## src/rtl/uart_ans_pkg.sv

```systemverilog
// Shared types and constants for the UART answer/turnaround controller.
// The optional tail-hold feature is enabled with UART_DRV_TAIL_EN.
package uart_ans_pkg;

  localparam int unsigned TICK_W = 16;

  localparam logic [TICK_W-1:0] GUARD_RST   = 16'd35;
  localparam logic [TICK_W-1:0] TIMEOUT_RST = 16'd9999;
  localparam logic [TICK_W-1:0] TAIL_RST    = 16'd10;
  localparam logic [TICK_W-1:0] CNT_SAT     = 16'hFFFF;

  typedef enum logic [2:0] {
    ST_IDLE   = 3'd0,
    ST_LAUNCH = 3'd1,
    ST_TX     = 3'd2,
    ST_TAIL   = 3'd3,
    ST_LISTEN = 3'd4
  } state_t;

endpackage

```

## src/rtl/uart_sat_tick_cnt.sv

```systemverilog
// 16-bit tick counter: synchronous clear, synchronous set-to-all-ones,
// enable, and optional saturation at all-ones.
module uart_sat_tick_cnt
  import uart_ans_pkg::*;
#(
  parameter logic [TICK_W-1:0] RST_VAL  = '0,
  parameter bit                SATURATE = 1'b1
) (
  input  logic              clk,
  input  logic              rst,
  input  logic              clr,
  input  logic              set,
  input  logic              en,
  output logic [TICK_W-1:0] cnt
);

  always_ff @(posedge clk or negedge rst) begin
    if (!rst) begin
      cnt <= RST_VAL;
    end else if (clr) begin
      cnt <= '0;
    end else if (set) begin
      cnt <= '1;
    end else if (en && !(SATURATE && (cnt == CNT_SAT))) begin
      cnt <= cnt + 16'd1;
    end
  end

endmodule

```

## src/rtl/uart_ans_turnaround_ctrl.sv

```systemverilog
// Half-duplex turnaround controller: guard gap before launch, driver enable,
// answer timeout. Define UART_DRV_TAIL_EN to hold the driver for a tail after send.
module uart_ans_turnaround_ctrl
  import uart_ans_pkg::*;
#(
  parameter logic [15:0] DEF_GUARD   = GUARD_RST,
  parameter logic [15:0] DEF_TIMEOUT = TIMEOUT_RST
`ifdef UART_DRV_TAIL_EN
  , parameter logic [15:0] TAIL_TICKS = TAIL_RST
`endif
) (
  input  logic        clk,
  input  logic        rst,
  input  logic        p_sig_10MHz_i,
  input  logic        p_DataReceived_i,
  input  logic        p_SendFinished_i,
  input  logic        p_tx_req_i,
  output logic        p_tx_start_o,
  output logic        p_drv_en_o,
  output logic        p_busy_o,
  output logic        p_guard_ok_o,
  output logic        p_timeout_o,
  input  logic        n_wr_cfg_i,
  input  logic [15:0] cfg_guard_i,
  input  logic [15:0] cfg_timeout_i,
  input  logic        n_clr_i
);

  state_t            state, state_nxt;
  logic [TICK_W-1:0] guard_cfg_r, timeout_cfg_r;
  logic [TICK_W-1:0] gd_cnt, to_cnt;
  logic              to_hit, timeout_set;
  logic              gd_clr, gd_set, gd_en;
  logic              timeout_r;

  always_ff @(posedge clk or negedge rst) begin
    if (!rst) begin
      state <= ST_IDLE;
    end else begin
      state <= state_nxt;
    end
  end

  always_ff @(posedge clk or negedge rst) begin
    if (!rst) begin
      guard_cfg_r   <= DEF_GUARD;
      timeout_cfg_r <= DEF_TIMEOUT;
    end else if (!n_wr_cfg_i) begin
      guard_cfg_r   <= cfg_guard_i;
      timeout_cfg_r <= cfg_timeout_i;
    end
  end

  assign p_guard_ok_o = (gd_cnt >= guard_cfg_r);
  assign to_hit       = (to_cnt >= timeout_cfg_r);

`ifdef UART_DRV_TAIL_EN
  logic [TICK_W-1:0] tail_cnt;
  logic              tail_done;

  assign tail_done = (tail_cnt >= TAIL_TICKS);

  uart_sat_tick_cnt #(.RST_VAL('0), .SATURATE(1'b1)) u_tail_cnt (
    .clk (clk),
    .rst (rst),
    .clr (state != ST_TAIL),
    .set (1'b0),
    .en  (p_sig_10MHz_i),
    .cnt (tail_cnt)
  );
`endif

  always_comb begin
    state_nxt   = state;
    timeout_set = 1'b0;
    case (state)
      ST_IDLE: begin
        if (!p_DataReceived_i && p_tx_req_i && p_guard_ok_o) begin
          state_nxt = ST_LAUNCH;
        end
      end
      ST_LAUNCH: state_nxt = ST_TX;
      ST_TX: begin
        if (p_SendFinished_i) begin
`ifdef UART_DRV_TAIL_EN
          state_nxt = ST_TAIL;
`else
          state_nxt = ST_LISTEN;
`endif
        end
      end
`ifdef UART_DRV_TAIL_EN
      ST_TAIL: begin
        if (tail_done) begin
          state_nxt = ST_LISTEN;
        end
      end
`endif
      ST_LISTEN: begin
        // An answer on the same cycle as the timeout suppresses the flag.
        if (p_DataReceived_i) begin
          state_nxt = ST_IDLE;
        end else if (to_hit) begin
          timeout_set = 1'b1;
          state_nxt   = ST_IDLE;
        end
      end
      default: state_nxt = ST_IDLE;
    endcase
  end

  assign p_tx_start_o = (state == ST_LAUNCH);
  assign p_drv_en_o   = (state == ST_LAUNCH) || (state == ST_TX) || (state == ST_TAIL);
  assign p_busy_o     = (state != ST_IDLE);

  // Guard counter only runs in IDLE; a timeout marks the line quiet again.
  assign gd_clr = p_DataReceived_i && ((state == ST_IDLE) || (state == ST_LISTEN));
  assign gd_set = timeout_set;
  assign gd_en  = (state == ST_IDLE) && p_sig_10MHz_i;

  uart_sat_tick_cnt #(.RST_VAL(CNT_SAT), .SATURATE(1'b1)) u_gd_cnt (
    .clk (clk),
    .rst (rst),
    .clr (gd_clr),
    .set (gd_set),
    .en  (gd_en),
    .cnt (gd_cnt)
  );

  uart_sat_tick_cnt #(.RST_VAL('0), .SATURATE(1'b1)) u_to_cnt (
    .clk (clk),
    .rst (rst),
    .clr (state != ST_LISTEN),
    .set (1'b0),
    .en  (p_sig_10MHz_i),
    .cnt (to_cnt)
  );

  always_ff @(posedge clk or negedge rst) begin
    if (!rst) begin
      timeout_r <= 1'b0;
    end else if (timeout_set) begin
      timeout_r <= 1'b1;
    end else if (!n_clr_i) begin
      timeout_r <= 1'b0;
    end
  end

  assign p_timeout_o = timeout_r;

endmodule

```

## config.mk

```make
export PLATFORM = sky130hd
export DESIGN_NAME = uart_ans_turnaround_ctrl
export DESIGN_NICKNAME = d
export VERILOG_FILES = /design/src/rtl/uart_ans_pkg.sv /design/src/rtl/uart_sat_tick_cnt.sv /design/src/rtl/uart_ans_turnaround_ctrl.sv
export SDC_FILE = /design/constraint.sdc
export NUM_CORES = 1
export LEC_CHECK = 0
export CAP_MARGIN = 5
export CORE_ASPECT_RATIO = 0.7
export CORE_MARGIN = 10
export CORE_UTILIZATION = 56
export CTS_CLUSTER_DIAMETER = 120
export DETAILED_ROUTE_END_ITERATION = 7
export PLACE_DENSITY = 0.91
export SETUP_SLACK_MARGIN = 0.4
export SYNTH_ARGS = -nofsm -noshare
export SYNTH_HDL_FRONTEND = slang
export SYNTH_SLANG_ARGS = --single-unit
export TNS_END_PERCENT = 100
```

## constraint.sdc

```tcl
create_clock -name clk -period 5.16 [get_ports clk]
set_input_delay 1.032 -clock clk [delete_from_list [all_inputs] [get_ports clk]]
set_output_delay 1.032 -clock clk [all_outputs]
set_load 0.01 [all_outputs]
```

# After elaboration in Yosys (flattened, before gate mapping)
# Cells that the tools add are included.
[classes] reduce_logical=17 n_eq_ne=11 mux=15 order_cmp=2 n_addsub=2
[ops] operator="two-way mux 16 bit" n=5
[ops] operator="adder 16 x 1 -> 16 bit (second input constant)" n=2
[ops] operator="equality test 16 bit (second input constant)" n=2
[ops] operator="greater-or-equal comparator 16 bit" n=2
[ops] operator="two-way mux 3 bit" n=4
[ops] operator="one-hot mux 3 bit (4 select lines)" n=1
[ops] operator="equality test 3 x 2 -> 1 bit (second input constant)" n=2
[ops] operator="logical AND 1 bit" n=6
[ops] operator="inequality test 3 bit (second input constant)" n=2
[ops] operator="nonzero test 3 bit" n=2
[ops] operator="two-way mux 1 bit" n=5
[ops] operator="inequality test 2 bit (second input constant)" n=2
[ops] operator="equality test 3 x 1 -> 1 bit (second input constant)" n=1
[ops] operator="equality test 3 bit (second input constant)" n=1
[ops] operator="zero test 1 bit" n=3
[ops] operator="zero test 3 bit" n=1
[ops] operator="logical OR 1 bit" n=3
[ops] operator="AND reduction 3 bit" n=1
[ops] operator="inequality test 2 x 1 -> 1 bit (second input constant)" n=1
[ops] operator="nonzero test 2 bit" n=1
[word_totals] output_inout_bits=5 wordCells=53 ff_bits=68 inputBits=40

# Logic depth before layout (Yosys ltp)
# Gate-level depths: netlist (run 1).
[depth] word_depth=6 depth_mapped=8 mapped_depth_nobuf=7

# Hierarchy
# Synthesis (run 1) repeated with hierarchy kept, for this count alone.
[unflattened] hier_cells=408 area_unflattened_um2=4179.0
[by_module_without_submodules] mod="uart_ans_turnaround_ctrl" cells_each=204 seq_area_each_um2=914.6 n_inst=1 area_per_inst_um2=2247.2
[by_module_without_submodules] mod="uart_sat_tick_cnt (u_gd_cnt)" cells_each=102 seq_area_each_um2=420.4 n_inst=1 area_per_inst_um2=975.9
[by_module_without_submodules] mod="uart_sat_tick_cnt (u_to_cnt)" cells_each=102 seq_area_each_um2=400.4 n_inst=1 area_per_inst_um2=955.9

# Least setup slack after synthesis (run 1)
# No wires, ideal clock.
[synth_path] kind="register to output" from="reg u_gd_cnt.cnt[0]" to="out p_guard_ok_o" n_path_buf=0 t_arrival_ns=1.808 t_required_ns=4.128 stages_incl_launch_ff=7 setup_slack_ns=2.320 cell_sequence="dfstp_2 > inv_1 > ha_1 > nand2b_1 > a2111oi_0 > o41ai_1 > a211o_1"
[synth_between] elab_chain_cells=1
[synth_lines] element="start: declaration" line_no="uart_sat_tick_cnt.sv:14" source="output logic [TICK_W-1:0] cnt"
[synth_lines] element="start signal: assignment" line_no="uart_sat_tick_cnt.sv:25" source="cnt <= cnt + 16'd1;"
[synth_lines] element="greater-or-equal comparator 16 bit" line_no="uart_ans_turnaround_ctrl.sv:54" source="assign p_guard_ok_o = (gd_cnt >= guard_cfg_r);"
[synth_lines] element="end: declaration" line_no="uart_ans_turnaround_ctrl.sv:21" source="output logic p_guard_ok_o,"
# Every way passes these cells.

# Worst setup path in the final report (run 1)
# Same ends and word-level chain as after synthesis.

==> run_results.csv, run 1 <==
group,metric,value,unit
run_status,status,"complete, no violations",
clock_tree,cts_max_level,3,
clock_tree,clockBufferDepth,2,
timing,tightest_slew,0.684,ns
timing,slew_viol_final,0,
timing,slew_headroom,53.7,%
power_and_ir_drop,peakVddDrop,0.190,mV
timing,fmax,256,MHz
final_layout,drive_above_1_share,19.4,%
placed_design,placedCellCount,506,
global_route,grt_usage,17.3,%
clock_tree,postCtsHoldBufs,0,
route,route.vias.total,3066,
synth,syn-cell-area,3980,um^2
route,viasPerCell,5.87,
setup_path,cp.arrival,2.88,ns
synth,synth.mux.area_fraction,9.82,%
synth,yosys_most_used_dff,"dfrtp_1",
synth,synthXorXnorAreaFrac,4.41,%
synth,synth-simple-area-share,14.5,%
timing,whs,0.482,ns
final_layout,syn_to_final_growth,16.8,%
route,wl_per_cell,17.3,um
timing,rsz0062_at_grt,"no",
timing,hold_violations,0,
setup_path,cp_top_family,"compound AO/OA/AOI/OAI gates",
clock_tree,cts_buffers,9,
final_layout,stdcell_count,522,
min_path,hold_class,"reg -> reg",
timing,period_needed,3.91,ns
die,fp.dieW,121,um
clock_tree,path_clk_slew,0.08,ns
synth,synth_top_family_by_area,"simple AND/OR/NAND/NOR gates",
global_route,grt_pass1_wl,15.4,mm
clock_tree,cts_tree,"yes",
global_route,grt.overflow.total,0,
final_layout,nets,497,
setup_path,slowest_delay,0.63,ns
synth,synth_seq_cells,68,
setup_path,critPathRequiredTime,4.13,ns
synth,synthArstFlopShare,100,%
clock_tree,cts.sinks,68,
die,fp.dieH,90.5,um
die,io_pins,45,
setup_path,critPathBufInv,2,
global_route,grt_max_degree,58,
placed_design,dpl.hpwl,6.59,mm
synth,synth_area_per_cell,10.4,um^2
setup_path,crit_chain,"inv_1, ha_1, nand2b_1, a2111oi_0, o41ai_1, a211o_1, clkdlybuf4s50_1",
timing,fin_worst_skew,0.0130,ns
clock_tree,postCtsSetupBuffers,0,
die,coreArea,6820,um^2
synth,synth_fa_ha_area_share,10.7,%
die,row_count,25,
route,ant_nets,0,
power_and_ir_drop,power.density,240,nW/um^2
final_layout,antennaDiodeCount,0,
timing,period_share,75.7,%
route,first_pass_iters,4,
synth,synth_compound_area_share,11.7,%
synth,synthDistinctLibCells,48,
synth,ys_warn_count,0,
clock_tree,clock_latency,0.36,ns
route,drcViolationCount,0,
synth,syn_nets,456,
synth,ys_seq_area_share,43.7,%
power_and_ir_drop,power,1.12,mW
clock_tree,cts_resized,0,
clock_tree,cts_root_buffer,"clkbuf_8",
global_route,grt_antenna_before_repair,0,
setup_path,r2r_setup_slack,2.49,ns
final_layout,stdcell_area,4640,um^2
die,design.die.area,10900,um^2
setup_path,worstSetupEndpointType,"output pin",
global_route,grt_pass1_vias,3195,
placed_design,port_buffers,44,
synth,syn_inst,382,
setup_path,critPathLaunchType,"flip-flop",
setup_path,slowest_stage,"o41ai_1",
setup_path,crit_type,"reg -> out",
placed_design,place_area,4470,um^2
route,dr.first_iter.drc_count,243,
power_and_ir_drop,p_leak,2.03,nW
job,max_cap_viol_count,0,
final_layout,nFillCells,524,
timing,setup-tns-final,0,ns
route,routed_wl,9.01,mm
timing,final-setup-viol-count,0,
placed_design,place.gp.congestion,0.873,
synth,synth_edf_count,0,
die,initial_core_util,58.3,%
setup_path,critPathMaxFanout,5,
per-layer routing:
metal,up-vias,GRT usage [%],share of wire (%)
met5,-,0.481,0
met1,1489,21.5,44
met3,22,4.25,5.7
met4,0,7.41,2.3
met2,109,27.6,48
li1,1446,-,-
cells in the final DEF, fill, tap and decap left out, types with 5 or more instances in the layout:
master | netlist | layout
a211oi_1 | 5 | 5
a21o_1 | 6 | 6
a21oi_1 | 21 | 21
and3_1 | 9 | 9
and4_1 | 5 | 5
clkbuf_8 | 0 | 11
clkdlybuf4s50_1 | 0 | 43
dfrtp_1 | 41 | 41
dfstp_2 | 27 | 27
ha_1 | 34 | 34
inv_1 | 36 | 36
mux2_2 | 32 | 32
nand2_1 | 16 | 16
nand3_1 | 8 | 8
nand4_1 | 12 | 12
nor2_1 | 26 | 26
nor3_1 | 12 | 12
o21ai_0 | 10 | 10
o21ai_1 | 5 | 5
xnor2_1 | 19 | 19
final timing paths:
check	start	endpoint	depth (start not counted)
worst max-delay path	u_gd_cnt.cnt[0]	p_guard_ok_o	7
min in group asynchronous	rst	guard_cfg_r[15]	1
max in group asynchronous	rst	guard_cfg_r[9]	2
worst max register to register	timeout_cfg_r[0]	u_gd_cnt.cnt[5]	6
worst min-delay path	p_timeout_o	p_timeout_o	2
worst min register to register	p_timeout_o	p_timeout_o	2
worst min-delay path, stage by stage (launching register included):
cell and delay [ns]:
dfrtp_1 0.35, nand2_1 0.05, nand2_1 0.05
final cells by class:
cell class / count / area (um^2) / share of cell area, %
clock inverter: 2 / 10.0 / 0.216
multi-input combinational: 262 / 2030 / 43.8
timing repair buffer: 46 / 450 / 9.70
clock buffer: 14 / 163 / 3.50
sequential: 68 / 1740 / 37.4
tap: 94 / 118 / 2.53
inverter: 36 / 135 / 2.91
through the flow:
| stage | utilization, % | worst slack (ns) |
|---|---|---|
| final | 68.1 | 1.25 |
| after CTS | 68.1 | 1.23 |
| after detailed placement | 65.6 | 1.62 |
| after global placement | 65.6 | 1.72 |
| after floorplan | - | 2.32 |
| after global routing | 68.1 | 1.08 |
state kept, by name (all words and copies together) (netlist names):
name / flops
u_gd_cnt.cnt: 16
timeout_cfg_r: 16
guard_cfg_r: 16
state: 3
u_to_cnt.cnt: 16
p_timeout_o: 1
cells by family (layout without fill, tap and decap cells):
logic type	Yosys count	in the layout
and+or+nand+nor	105	105
AOI/OAI and AO/OA	68	68
DFF	68	68
buffers and inverters	52	98
muxes	35	35
adders and majority gates	34	34
xor gates and xnor gates	20	20
power breakdown:
part           internal, mW  switching [mW]  total (mW)
logic                0.0720          0.0602       0.132
registers             0.568          0.0154       0.584
clock network         0.200           0.201       0.401
total                 0.840           0.277        1.12
synth_stat cells (2+ instances only):
master | count | share of area [%]
and3_1 | 9 | 1.4
dfstp_2 | 27 | 18
a21o_1 | 6 | 1.1
nand4_1 | 12 | 1.9
buf_1 | 4 | 0.38
a211oi_1 | 5 | 0.94
ha_1 | 34 | 11
o21ai_0 | 10 | 1.3
mux2i_1 | 3 | 0.76
and2_1 | 2 | 0.31
nand2_1 | 16 | 1.5
nor2_1 | 26 | 2.5
mux2_2 | 32 | 9.1
nand3_1 | 8 | 1.0
a21oi_1 | 21 | 2.6
a31oi_1 | 3 | 0.47
or3_1 | 2 | 0.31
a2111oi_0 | 2 | 0.44
o211ai_1 | 2 | 0.38
buf_2 | 3 | 0.38
nor4b_1 | 3 | 0.66
o21a_1 | 3 | 0.57
nor3b_1 | 3 | 0.57
and4_1 | 5 | 1.1
nor3_1 | 12 | 1.5
buf_4 | 2 | 0.38
xnor2_1 | 19 | 4.2
nand2b_1 | 3 | 0.47
dfrtp_1 | 41 | 26
clkbuf_1 | 7 | 0.66
inv_1 | 36 | 3.4
o21ai_1 | 5 | 0.63
Power figures use the tool's default switching activity.
==> inputs of run 2 (changes only) <==
==> constraint.sdc (replaced) <==
create_clock -name clk -period 3.65 [get_ports clk]
set_input_delay 0.73 -clock clk [delete_from_list [all_inputs] [get_ports clk]]
set_output_delay 0.73 -clock clk [all_outputs]
set_load 0.01 [all_outputs]
==> run_results.csv, run 2 (same netlist as run 1, synthesis figures left out) <==
group,metric,value,unit
run_status,status,"complete, no violations",
die,row_count,25,
final_layout,syn_to_final_growth,19.1,%
global_route,grt_pass1_vias,3222,
die,initial_core_util,58.3,%
power_and_ir_drop,peakVddDrop,0.217,mV
global_route,grt_max_degree,39,
timing,hold_violations,0,
die,io_pins,45,
clock_tree,cts_buffers,9,
placed_design,port_buffers,44,
final_layout,layout_common_cells,"42 x clkdlybuf4s50_1, 41 x dfrtp_1, 36 x inv_1",
die,coreArea,6820,um^2
clock_tree,cts.sinks,68,
route,route.vias.total,3154,
die,fp.dieW,121,um
final_layout,antennaDiodeCount,0,
setup_path,worstSetupEndpointType,"output pin",
route,viasPerCell,6.03,
setup_path,crit_type,"reg -> out",
clock_tree,cts_root_buffer,"clkbuf_8",
timing,final-setup-viol-count,0,
timing,setup-tns-final,0,ns
setup_path,critPathRequiredTime,2.92,ns
clock_tree,cts_max_level,3,
power_and_ir_drop,intPower,1.30,mW
route,ant_nets,0,
timing,slew_viol_final,0,
setup_path,critPathLaunchType,"flip-flop",
route,first_pass_iters,7,
timing,period_needed,3.21,ns
clock_tree,clock_latency,0.36,ns
placed_design,place.gp.congestion,0.874,
die,fp.dieH,90.5,um
clock_tree,clockBufferDepth,2,
setup_path,r2r_cells,7,
setup_path,slowest_delay,0.58,ns
power_and_ir_drop,power.density,361,nW/um^2
power_and_ir_drop,power.share.switching,23.8,%
timing,slew_headroom,42.6,%
power_and_ir_drop,p_leak,2.08,nW
clock_tree,cts_tree,"yes",
setup_path,cp.arrival,2.48,ns
power_and_ir_drop,pwr-share-clk,39.7,%
timing,rsz0062_at_grt,"no",
timing,tightest_slew,0.861,ns
route,wl_per_cell,18.0,um
route,drcViolationCount,0,
setup_path,slowest_stage,"dfstp_2",
setup_path,critPathMaxFanout,5,
min_path,hold_class,"in -> async",
final_layout,nets,498,
route,routed_wl,9.42,mm
die,design.die.area,10900,um^2
placed_design,place_area,4470,um^2
global_route,grt.overflow.total,0,
setup_path,crit_chain,"inv_1, ha_1, nand2b_1, a2111oi_4, o41ai_4, a211o_1, clkbuf_2",
clock_tree,path_clk_slew,0.07,ns
placed_design,dpl.hpwl,6.58,mm
power_and_ir_drop,seqPwrFrac,48.3,%
global_route,grt_usage,17.2,%
timing,fin_worst_skew,0.0124,ns
timing,period_share,87.9,%
final_layout,stdcell_area,4730,um^2
final_layout,final_common_cell,"clkdlybuf4s50_1",
route,dr.first_iter.drc_count,369,
global_route,grt_antenna_before_repair,0,
final_layout,drive_above_1_share,21.0,%
clock_tree,postCtsHoldBufs,0,
power_and_ir_drop,netSwitchingPower,0.407,mW
job,max_cap_viol_count,0,
final_layout,utilization,69.4,%
power_and_ir_drop,p_comb_share,12.0,%
timing,fmax,312,MHz
global_route,grt_pass1_wl,15.6,mm
[run 2: final cells by class]
cell class | count | area (um^2)
clock inverter | 3 | 42.5
timing repair buffer | 47 | 453
tap | 94 | 118
clock buffer | 13 | 179
inverter | 36 | 135
sequential | 68 | 1740
fill | 493 | 2090
multi-input combinational | 262 | 2070
[run 2: final timing paths]
kind | endpoint | slack (ns) | from
worst min-delay path | u_to_cnt.cnt[1] | 0.48 | rst
max in group asynchronous | timeout_cfg_r[13] | 2.21 | rst
worst min register to register | guard_cfg_r[3] | 0.51 | guard_cfg_r[3]
worst max-delay path | p_guard_ok_o | 0.44 | u_gd_cnt.cnt[0]
worst max register to register | u_gd_cnt.cnt[6] | 0.98 | timeout_cfg_r[13]
min in group clk | guard_cfg_r[3] | 0.51 | guard_cfg_r[3]
[run 2: power by group through the flow]
| stage | Sequential, mW | Clock [mW] | Combinational (mW) |
|---|---|---|---|
| 6_report | 0.825 | 0.677 | 0.206 |
| 5_1_grt | 0.830 | 0.715 | 0.230 |
| 4_1_cts | 0.825 | 0.684 | 0.196 |
| 3_5_place_dp | 0.838 | 0 | 0.189 |
| 3_3_place_gp | 0.836 | 0 | 0.176 |
| 2_1_floorplan | 0.831 | 0 | 0.106 |
[run 2: per-layer routing]
layer  GRT usage (%)  wire length (um)  vias to the layer above
met2            25.7              4370                      148
met4            9.02               313                        0
met3            4.00               592                       30
met1            22.6              4150                     1536
li1                -                 -                     1440
met5               0                 0                        -
[run 2: what timing repair did]
item                       in CTS  in global routing
setup buffers                   0                  1
gates resized for setup         4                  4
pin swaps                       2                  1
setup endpoints to repair       1                  1
[run 2: worst max-delay path: cells and delay by family (launching register included)]
kind / cells / cell delay, ns
AOI/OAI and AO/OA: 3 / 0.90
adders and majority gates: 1 / 0.26
buffers and inverters: 2 / 0.21
DFF: 1 / 0.58
and+or+nand+nor: 1 / 0.18
[run 2: through the flow]
stage | instances | hold slack (ns) | power (mW) | setup slack, ns
after floorplan | 382 | 0.434 | 0.937 | 1.11
after global placement | 506 | 0.468 | 1.01 | 0.509
after detailed placement | 506 | 0.480 | 1.03 | 0.456
after CTS | 522 | 0.498 | 1.70 | 0.420
after global routing | 523 | 0.526 | 1.78 | 0.347
final | 523 | 0.484 | 1.71 | 0.441
